--- config.mk ---
export PLATFORM = sky130hd
export DESIGN_NAME = cnn_job_seq
export DESIGN_NICKNAME = d
export VERILOG_FILES = /design/src/rtl/cnn_pkg.sv /design/src/rtl/cnn_bus_req.sv /design/src/rtl/cnn_job_seq.sv
export SDC_FILE = /design/constraint.sdc
export NUM_CORES = 1
export LEC_CHECK = 0
export CAP_MARGIN = 0
export CORE_MARGIN = 4
export CORE_UTILIZATION = 48
export CTS_BUF_LIST = sky130_fd_sc_hd__clkbuf_4 sky130_fd_sc_hd__clkbuf_8 sky130_fd_sc_hd__clkbuf_16
export DETAILED_ROUTE_END_ITERATION = 7
export PLACE_DENSITY = 0.9
export SETUP_SLACK_MARGIN = 0.1
export SYNTH_ARGS = -nofsm -noshare
export SYNTH_HDL_FRONTEND = slang
export SYNTH_SLANG_ARGS = --single-unit
export TNS_END_PERCENT = 10
--- constraint.sdc ---
create_clock -name clk -period 5.1 [get_ports clk]
set_input_delay 1.02 -clock clk [delete_from_list [all_inputs] [get_ports clk]]
set_output_delay 1.02 -clock clk [all_outputs]
set_load 0.05 [all_outputs]
--- src/rtl/cnn_pkg.sv ---
// cnn_pkg: sequencer state encoding, accelerator register map and source-word address helper.
package cnn_pkg;
  typedef enum logic [2:0] {IDLE, LD_RD, LD_WR, START, POLL, RES, STORE} state_t;
  localparam logic [6:0] ACC_A_BASE = 7'd0;
  localparam logic [6:0] ACC_B_BASE = 7'd16;
  localparam logic [6:0] ACC_START = 7'd32;
  localparam logic [6:0] ACC_RESULT = 7'd33;
  localparam logic [6:0] ACC_VALID = 7'd34;
  // Words 0..15 come from vector A, 16..31 from vector B.
  function automatic logic [31:0] word_addr(input logic [31:0] src_a, input logic [31:0] src_b, input logic [4:0] k);
    return (k[4] ? src_b : src_a) + {26'd0, k[3:0], 2'b00};
  endfunction
endpackage

--- src/rtl/cnn_bus_req.sv ---
// cnn_bus_req: registered master request held until ready; a new issue may overlap the completing cycle.
module cnn_bus_req #(
  parameter int AW = 32
) (
  input  logic          clk,
  input  logic          rst_n,
  input  logic          issue,
  input  logic          write,
  input  logic [AW-1:0] addr_n,
  input  logic [31:0]   wdata_n,
  input  logic          ready,
  output logic          rd_en,
  output logic          wr_en,
  output logic [AW-1:0] addr,
  output logic [31:0]   wdata,
  output logic          cmp
);
  assign cmp = (rd_en | wr_en) & ready;
  always_ff @(posedge clk) begin
    if (!rst_n) begin
      rd_en <= 1'b0;
      wr_en <= 1'b0;
      addr <= '0;
      wdata <= '0;
    end else if (issue) begin
      rd_en <= !write;
      wr_en <= write;
      addr <= addr_n;
      wdata <= wdata_n;
    end else if (cmp) begin
      rd_en <= 1'b0;
      wr_en <= 1'b0;
    end
  end
endmodule

--- src/rtl/cnn_job_seq.sv ---
// cnn_job_seq: loads two 16-word vectors into the CNN accelerator, starts it, polls for the
// result and stores it to memory; each next request is issued on the completing cycle.
module cnn_job_seq
  import cnn_pkg::*;
#(
  parameter int TIMEOUT = 1024,
  parameter int ACC_START_BIT = 29
) (
  input  logic        clk,
  input  logic        rst_n,
  input  logic        job_valid,
  output logic        job_ready,
  input  logic [31:0] job_src_a,
  input  logic [31:0] job_src_b,
  input  logic [31:0] job_dst,
  output logic [31:0] mem_addr,
  output logic [31:0] mem_wdata,
  output logic        mem_rd_en,
  output logic        mem_wr_en,
  input  logic [31:0] mem_rdata,
  input  logic        mem_ready,
  output logic [6:0]  acc_addr,
  output logic [31:0] acc_wdata,
  output logic        acc_wr_en,
  output logic        acc_rd_en,
  input  logic [31:0] acc_rdata,
  input  logic        acc_ready,
  output logic        busy,
  output logic        done,
  output logic        err
);
  localparam int PW = $clog2(TIMEOUT + 1);
  state_t state;
  logic [31:0] src_a, src_b, dst;
  logic [4:0] k;
  logic [PW-1:0] polls;
  logic last_poll, mem_issue, mem_write, mem_cmp, acc_issue, acc_write, acc_cmp;
  logic [31:0] mem_addr_n, mem_wdata_n, acc_wdata_n;
  logic [6:0] acc_addr_n;
  assign job_ready = state == IDLE;
  assign busy = state != IDLE;
  assign last_poll = polls == PW'(TIMEOUT - 1);
  always_comb begin
    mem_issue = 1'b0;
    mem_write = 1'b0;
    mem_addr_n = word_addr(src_a, src_b, k + 5'd1);
    mem_wdata_n = '0;
    acc_issue = 1'b0;
    acc_write = 1'b0;
    acc_addr_n = ACC_VALID;
    acc_wdata_n = '0;
    case (state)
      IDLE: begin
        mem_issue = job_valid;
        mem_addr_n = job_src_a;
      end
      LD_RD: begin
        acc_issue = mem_cmp;
        acc_write = 1'b1;
        acc_addr_n = (k[4] ? ACC_B_BASE : ACC_A_BASE) + {3'd0, k[3:0]};
        acc_wdata_n = mem_rdata;
      end
      LD_WR: begin
        mem_issue = acc_cmp && k != 5'd31;
        acc_issue = acc_cmp && k == 5'd31;
        acc_write = 1'b1;
        acc_addr_n = ACC_START;
        acc_wdata_n = 32'd1 << ACC_START_BIT;
      end
      START: acc_issue = acc_cmp;
      POLL: begin
        acc_issue = acc_cmp && (acc_rdata[0] || !last_poll);
        acc_addr_n = acc_rdata[0] ? ACC_RESULT : ACC_VALID;
      end
      RES: begin
        mem_issue = acc_cmp;
        mem_write = 1'b1;
        mem_addr_n = dst;
        mem_wdata_n = acc_rdata;
      end
      default: ;
    endcase
  end
  always_ff @(posedge clk) begin
    if (!rst_n) begin
      state <= IDLE;
      src_a <= '0;
      src_b <= '0;
      dst <= '0;
      k <= '0;
      polls <= '0;
      done <= 1'b0;
      err <= 1'b0;
    end else begin
      done <= state == STORE && mem_cmp;
      err <= state == POLL && acc_cmp && !acc_rdata[0] && last_poll;
      case (state)
        IDLE: if (job_valid) begin
          state <= LD_RD;
          src_a <= job_src_a;
          src_b <= job_src_b;
          dst <= job_dst;
          k <= '0;
          polls <= '0;
        end
        LD_RD: if (mem_cmp) state <= LD_WR;
        LD_WR: if (acc_cmp) begin
          state <= k == 5'd31 ? START : LD_RD;
          k <= k + 5'd1;
        end
        START: if (acc_cmp) state <= POLL;
        POLL: if (acc_cmp) begin
          state <= acc_rdata[0] ? RES : last_poll ? IDLE : POLL;
          polls <= polls + PW'(1);
        end
        RES: if (acc_cmp) state <= STORE;
        STORE: if (mem_cmp) state <= IDLE;
        default: state <= IDLE;
      endcase
    end
  end
  cnn_bus_req #(.AW(32)) mem_req (
    .clk(clk), .rst_n(rst_n), .issue(mem_issue), .write(mem_write), .addr_n(mem_addr_n),
    .wdata_n(mem_wdata_n), .ready(mem_ready), .rd_en(mem_rd_en), .wr_en(mem_wr_en),
    .addr(mem_addr), .wdata(mem_wdata), .cmp(mem_cmp)
  );
  cnn_bus_req #(.AW(7)) acc_req (
    .clk(clk), .rst_n(rst_n), .issue(acc_issue), .write(acc_write), .addr_n(acc_addr_n),
    .wdata_n(acc_wdata_n), .ready(acc_ready), .rd_en(acc_rd_en), .wr_en(acc_wr_en),
    .addr(acc_addr), .wdata(acc_wdata), .cmp(acc_cmp)
  );
endmodule

After elaboration in Yosys (flattened, before gate mapping)
Cells that the tools add are included.

$add $sub $neg: 4. Eq/ne operators: 16. Multiplexer cells: 34. Bitwise logic cells: 4. Reduce and logical (&&, ||, !) cells: 23.

Operator list (count): $pmux W32 S2 (2); $mux W32 (2); $add A32 B6 Y32 (1); $mux W3 (9); $mux W11 (2); $pmux W11 S2 (1); $pmux W3 S7 (1); $pmux W6 S3 (1); $mux W5 (3); $ne A2 B2 Y1 const B (7); $add A11 B1 Y11 const B (1); $eq A11 B10 Y1 const B (1); $pmux W5 S2 (1); $eq A3 B3 Y1 const B (3); $mux W1 (8); $reduce_bool A2 Y1 (4); $logic_and A1 B1 Y1 (7); $reduce_and A7 Y1 (1); $add A5 B4 Y6 (1); $eq A3 B2 Y1 const B (2); $reduce_and A3 Y1 (2); $add A5 B1 Y5 const B (1); $eq A5 B5 Y1 const B (1); $ne A5 B5 Y1 const B (1); 12 further kinds (18).

Register bits after elaboration: 224. Output and inout port bits: 111.

Logic depth before layout (Yosys ltp)
Depth after elaboration: 6. Depth in mapped cells: 19.

By module
From an unflattened synthesis, not the netlist that was laid out.

Cells, all modules: 1242. Area, all modules: 11168.2 µm².

By module, submodules not included: cnn_job_seq (instances 1, cells each 893, area an instance 7033.0 µm², sequential area each 2342.2 µm²); cnn_bus_req at mem_req (instances 1, cells each 215, area an instance 2521.2 µm², sequential area each 1321.3 µm²); cnn_bus_req at acc_req (instances 1, cells each 134, area an instance 1614.0 µm², sequential area each 820.8 µm²).

Worst setup path before layout
No wires, ideal clock.

Kind: register -> register. From: register k[0]. To: register mem_req.addr[12]. Data arrival time: 4336 ps. Data required time: 4963 ps. Slack: 627 ps. Cell stages (with the launch flop): 20. Buffers on the path: 7. Path through: dfxtp_1 ha_1 and3_1 ha_1 buf_6 buf_4 buf_2 buf_2 buf_2 buf_2 mux2_2 ha_1 fa_1 a21o_1 a21o_1 clkbuf_1 nand4_1 xnor2_1 a222oi_1 a31oi_1.

Word-level cells in the longest chain between the ends: 4. Elaborated cells on any way between the ends: 7. Classes of those cells: 2 x add/sub; 1 x eq/ne; 3 x mux; 1 x reduce/logical.

RTL lines: start, declared (RTL line cnn_job_seq.sv:35) `logic [4:0] k;`; start signal, assigned (RTL line cnn_job_seq.sv:109) `k <= k + 5'd1;`; $add A5 B1 Y5 (RTL line cnn_job_seq.sv:46) `mem_addr_n = word_addr(src_a, src_b, k + 5'd1);`; $mux W32 (RTL line cnn_pkg.sv:11) `return (k[4] ? src_b : src_a) + {26'd0, k[3:0], 2'b00};`; $add A32 B6 Y32 (RTL line cnn_pkg.sv:11); $pmux W32 S2 (RTL line cnn_job_seq.sv:52) `case (state)`; end signal, assigned (RTL line cnn_bus_req.sv:28) `addr <= addr_n;`; end, declared (RTL line cnn_bus_req.sv:14) `output logic [AW-1:0] addr,`.

Parallel ways exist; a longest one is shown, timed or not. A chain may end at the register's enable or synchronous reset.

Worst setup path after layout
From: register k[0]. To: register mem_req.addr[25].

The elaborated chain is that of the path after synthesis.

==> metrics.yaml <==
logic_synthesis:
  syn_area_um2: 9893
  synth_cell_types: 67
  synth_ff_type: "dfxtp_1"
  synth_edf_count: 0
  netlist_top_cells_area: "dfxtp_1, nand2_1, a21oi_1"
  synth_area_per_cell_um2: 7.908
  synthCells: 1251
  seq_area_frac_synth: 0.4512
  synth_area_leader_cell: "dfxtp_1"
  ys_ff_latch: 223
  synth-xor-area-share: 0.02833
  netlist_top_cells_count: "nand2_1, dfxtp_1, a21oi_1"
  synth.most_common_cell: "nand2_1"
  synth_fp_nets: 1424
  synth_top_family_by_area: "simple AND/OR/NAND/NOR gates"
  synthSimpleGateAreaFrac: 0.2254
  synthAdderAreaFrac: 0.01088
  synth_async_sr_flop_share: 0
  synthMuxAreaShare: 0.03402
  synth_compound_area_frac: 0.2044
  yosysWarnings: 0
  synth_top_area_share: 0.4512
timing:
  hold_viol: 0
  relSlewSlack: 0.1445
  period_needed_ns: 4.078
  worst_pin_slew_ns: 1.283
  max_freq_ghz: 0.2452
  rsz0062_at_grt: "false"
  final_max_slew_viol_count: 0
  setup_viol: 0
  clock_skew_ns: 0.01028
  period_share: 0.7995
  postLayoutSetupSlackWorst_ns: 1.022
  fin_setup_tns_ns: 0
clock_network:
  cts_tree: "built"
  postCtsSetupRepairBufs: 0
  clock_latency_ns: 0.51
  clockBufferDepth: 3
  root_buffer: "clkbuf_16"
  cts_resized: 0
  cts_hold_buf: 0
  clock-sinks: 223
  clkTransAtPathRegs_ns: 0.06
  htreeDepth: 1
  numCtsBuffers: 24
critical_path:
  required_ns: 5.50
  cp.arrival_ns: 4.48
  critPathKind: "reg2reg"
  start_kind: "register"
  crit_fanout: 11
  end_kind: "register"
floorplanning:
  coreArea_um2: 20230
  die_y_um: 151.6
  placementRows: 52
  io_pins: 276
  die_x_um: 151.6
  die_area_um2: 22970
  initial_utilization: 0.4889
drt:
  wl_per_cell_um: 18.57
  route.vias.total: 10170
  ant_nets: 0
  drt-initial-drc-count: 1137
  first_pass_iters: 6
  drt-total-wl_mm: 32.52
  route.detailed.drc: 0
  avgViaCountPerCell: 5.809
placed_design:
  dp_slack_ns: 1.132
  placed_cell_area_um2: 12740
  dp.cells: 1710
  io_buffers: 274
  gp_congestion: 0.9202
  dp_hpwl_mm: 22.21
power_and_ir_drop:
  leakagePower_nw: 4.718
  power_density_nw_per_um2: 341.0
  peakVddDrop_v: 0.0002642
  power.total_mw: 4.614
global_routing:
  grt_pass1_vias: 9500
  grt_pass1_wl_mm: 49.36
  grt_use_total: 0.2643
  grt_max_degree: 158
  grt_overflow: 0
  antenna_found_initial: 1
min_path:
  min_path_type: "reg2reg"
run:
  cap_violations: 0
layout:
  final_area_um2: 13530
  stdcell_count: 1751
  fillers: 1599
  nNetsFinal: 1639
  drive_gt1_frac: 0.06014
  area_growth_pct: 36.77
run_status:
  status: "finished, final reports clean"
## stage by stage
stage,util,hold slack [ns]
detailed placement,0.6298,0.4423
global placement,0.6298,0.4371
global route,0.6687,0.4673
CTS,0.6686,0.4506
finish,0.6687,0.4488
floorplan,-,0.4329
## state kept, by name, indices dropped and copies added (netlist names)
| register | count |
|---|---|
| err | 1 |
| mem_req.wdata | 32 |
| mem_req.rd_en | 1 |
| dst | 32 |
| src_b | 32 |
| state | 3 |
| src_a | 32 |
| polls | 11 |
| k | 5 |
| done | 1 |
| mem_req.addr | 32 |
| acc_req.rd_en | 1 |
| acc_req.wdata | 32 |
| acc_req.addr | 6 |
| acc_req.wr_en | 1 |
| mem_req.wr_en | 1 |
## layout make-up
| type | count | area [um^2] | share of cell area |
|---|---|---|---|
| antenna | 1 | 2.502 | 0.0001849 |
| timing repair buffer | 292 | 2878 | 0.2127 |
| multi-input combinational | 914 | 5017 | 0.3708 |
| clock buffer | 36 | 739.5 | 0.05465 |
| clock inverter | 4 | 45.04 | 0.003329 |
| inverter | 11 | 46.29 | 0.003421 |
| tap | 270 | 337.8 | 0.02497 |
| sequential | 223 | 4464 | 0.3299 |
## path summary, 6_finish.rpt
path / cells past startpoint / slack, ns / from / endpoint
worst max-delay path: 11 / 1.02 / k[0] / mem_req.addr[25]
worst min-delay path: 2 / 0.45 / mem_req.wdata[27] / mem_req.wdata[27]
worst max register to register: 11 / 1.02 / k[0] / mem_req.addr[25]
worst min register to register: 2 / 0.45 / mem_req.wdata[27] / mem_req.wdata[27]
## cell families (layout without fill, tap and decap cells)
logic type,count (synthesis),in the layout
AND/OR/NAND/NOR,502,502
flip-flops,223,223
AO/OA/AOI/OAI,339,339
buffers and inverters,114,343
adder cells (fa/ha/maj),8,8
XOR/XNOR,32,32
other,1,2
multiplexers,32,32
## cell usage in the layout, fill, tap and decap left out, types with 5 or more instances in the layout
cell	count
nor2_1	44
mux2i_1	19
mux2_2	13
o211ai_1	5
a211oi_1	8
buf_4	18
a222oi_1	10
a221oi_1	12
o21a_1	5
o21ai_0	39
clkbuf_8	5
and2_1	5
nand4_1	17
a31oi_1	9
nor3_1	5
nand3b_1	5
or4_1	5
nand2_1	297
xor2_1	17
xnor2_1	15
inv_1	10
a22oi_1	11
clkbuf_16	25
o31ai_1	7
ha_1	6
clkdlybuf4s50_1	274
nand3_1	94
dfxtp_1	223
a21oi_1	196
clkbuf_4	6
## power by group
part,internal (mW),switching [mW]
clock,1.04,0.680
sequential,1.86,0.0873
combinational,0.355,0.591
## per-layer routing
metal  global-route usage  wire (um)  vias to the layer above
li1                     -          -                     4811
met2               0.4379      15880                      516
met4               0.1141       1477                        0
met5                    0          0                        -
met3              0.04134       2509                      105
met1               0.3425      12650                     4739
## worst max-delay path, cell delays in order (launching register included)
cell and delay (ns):
dfxtp_1 0.36, ha_1 0.29, and3_1 0.22, ha_2 0.44, mux2_2 0.37, ha_1 0.33, o21ai_0 0.10, o21bai_1 0.60
nand2_1 0.44, or4_1 0.57, a32oi_1 0.21, nor2_1 0.05
Power figures use the tool's default switching activity.
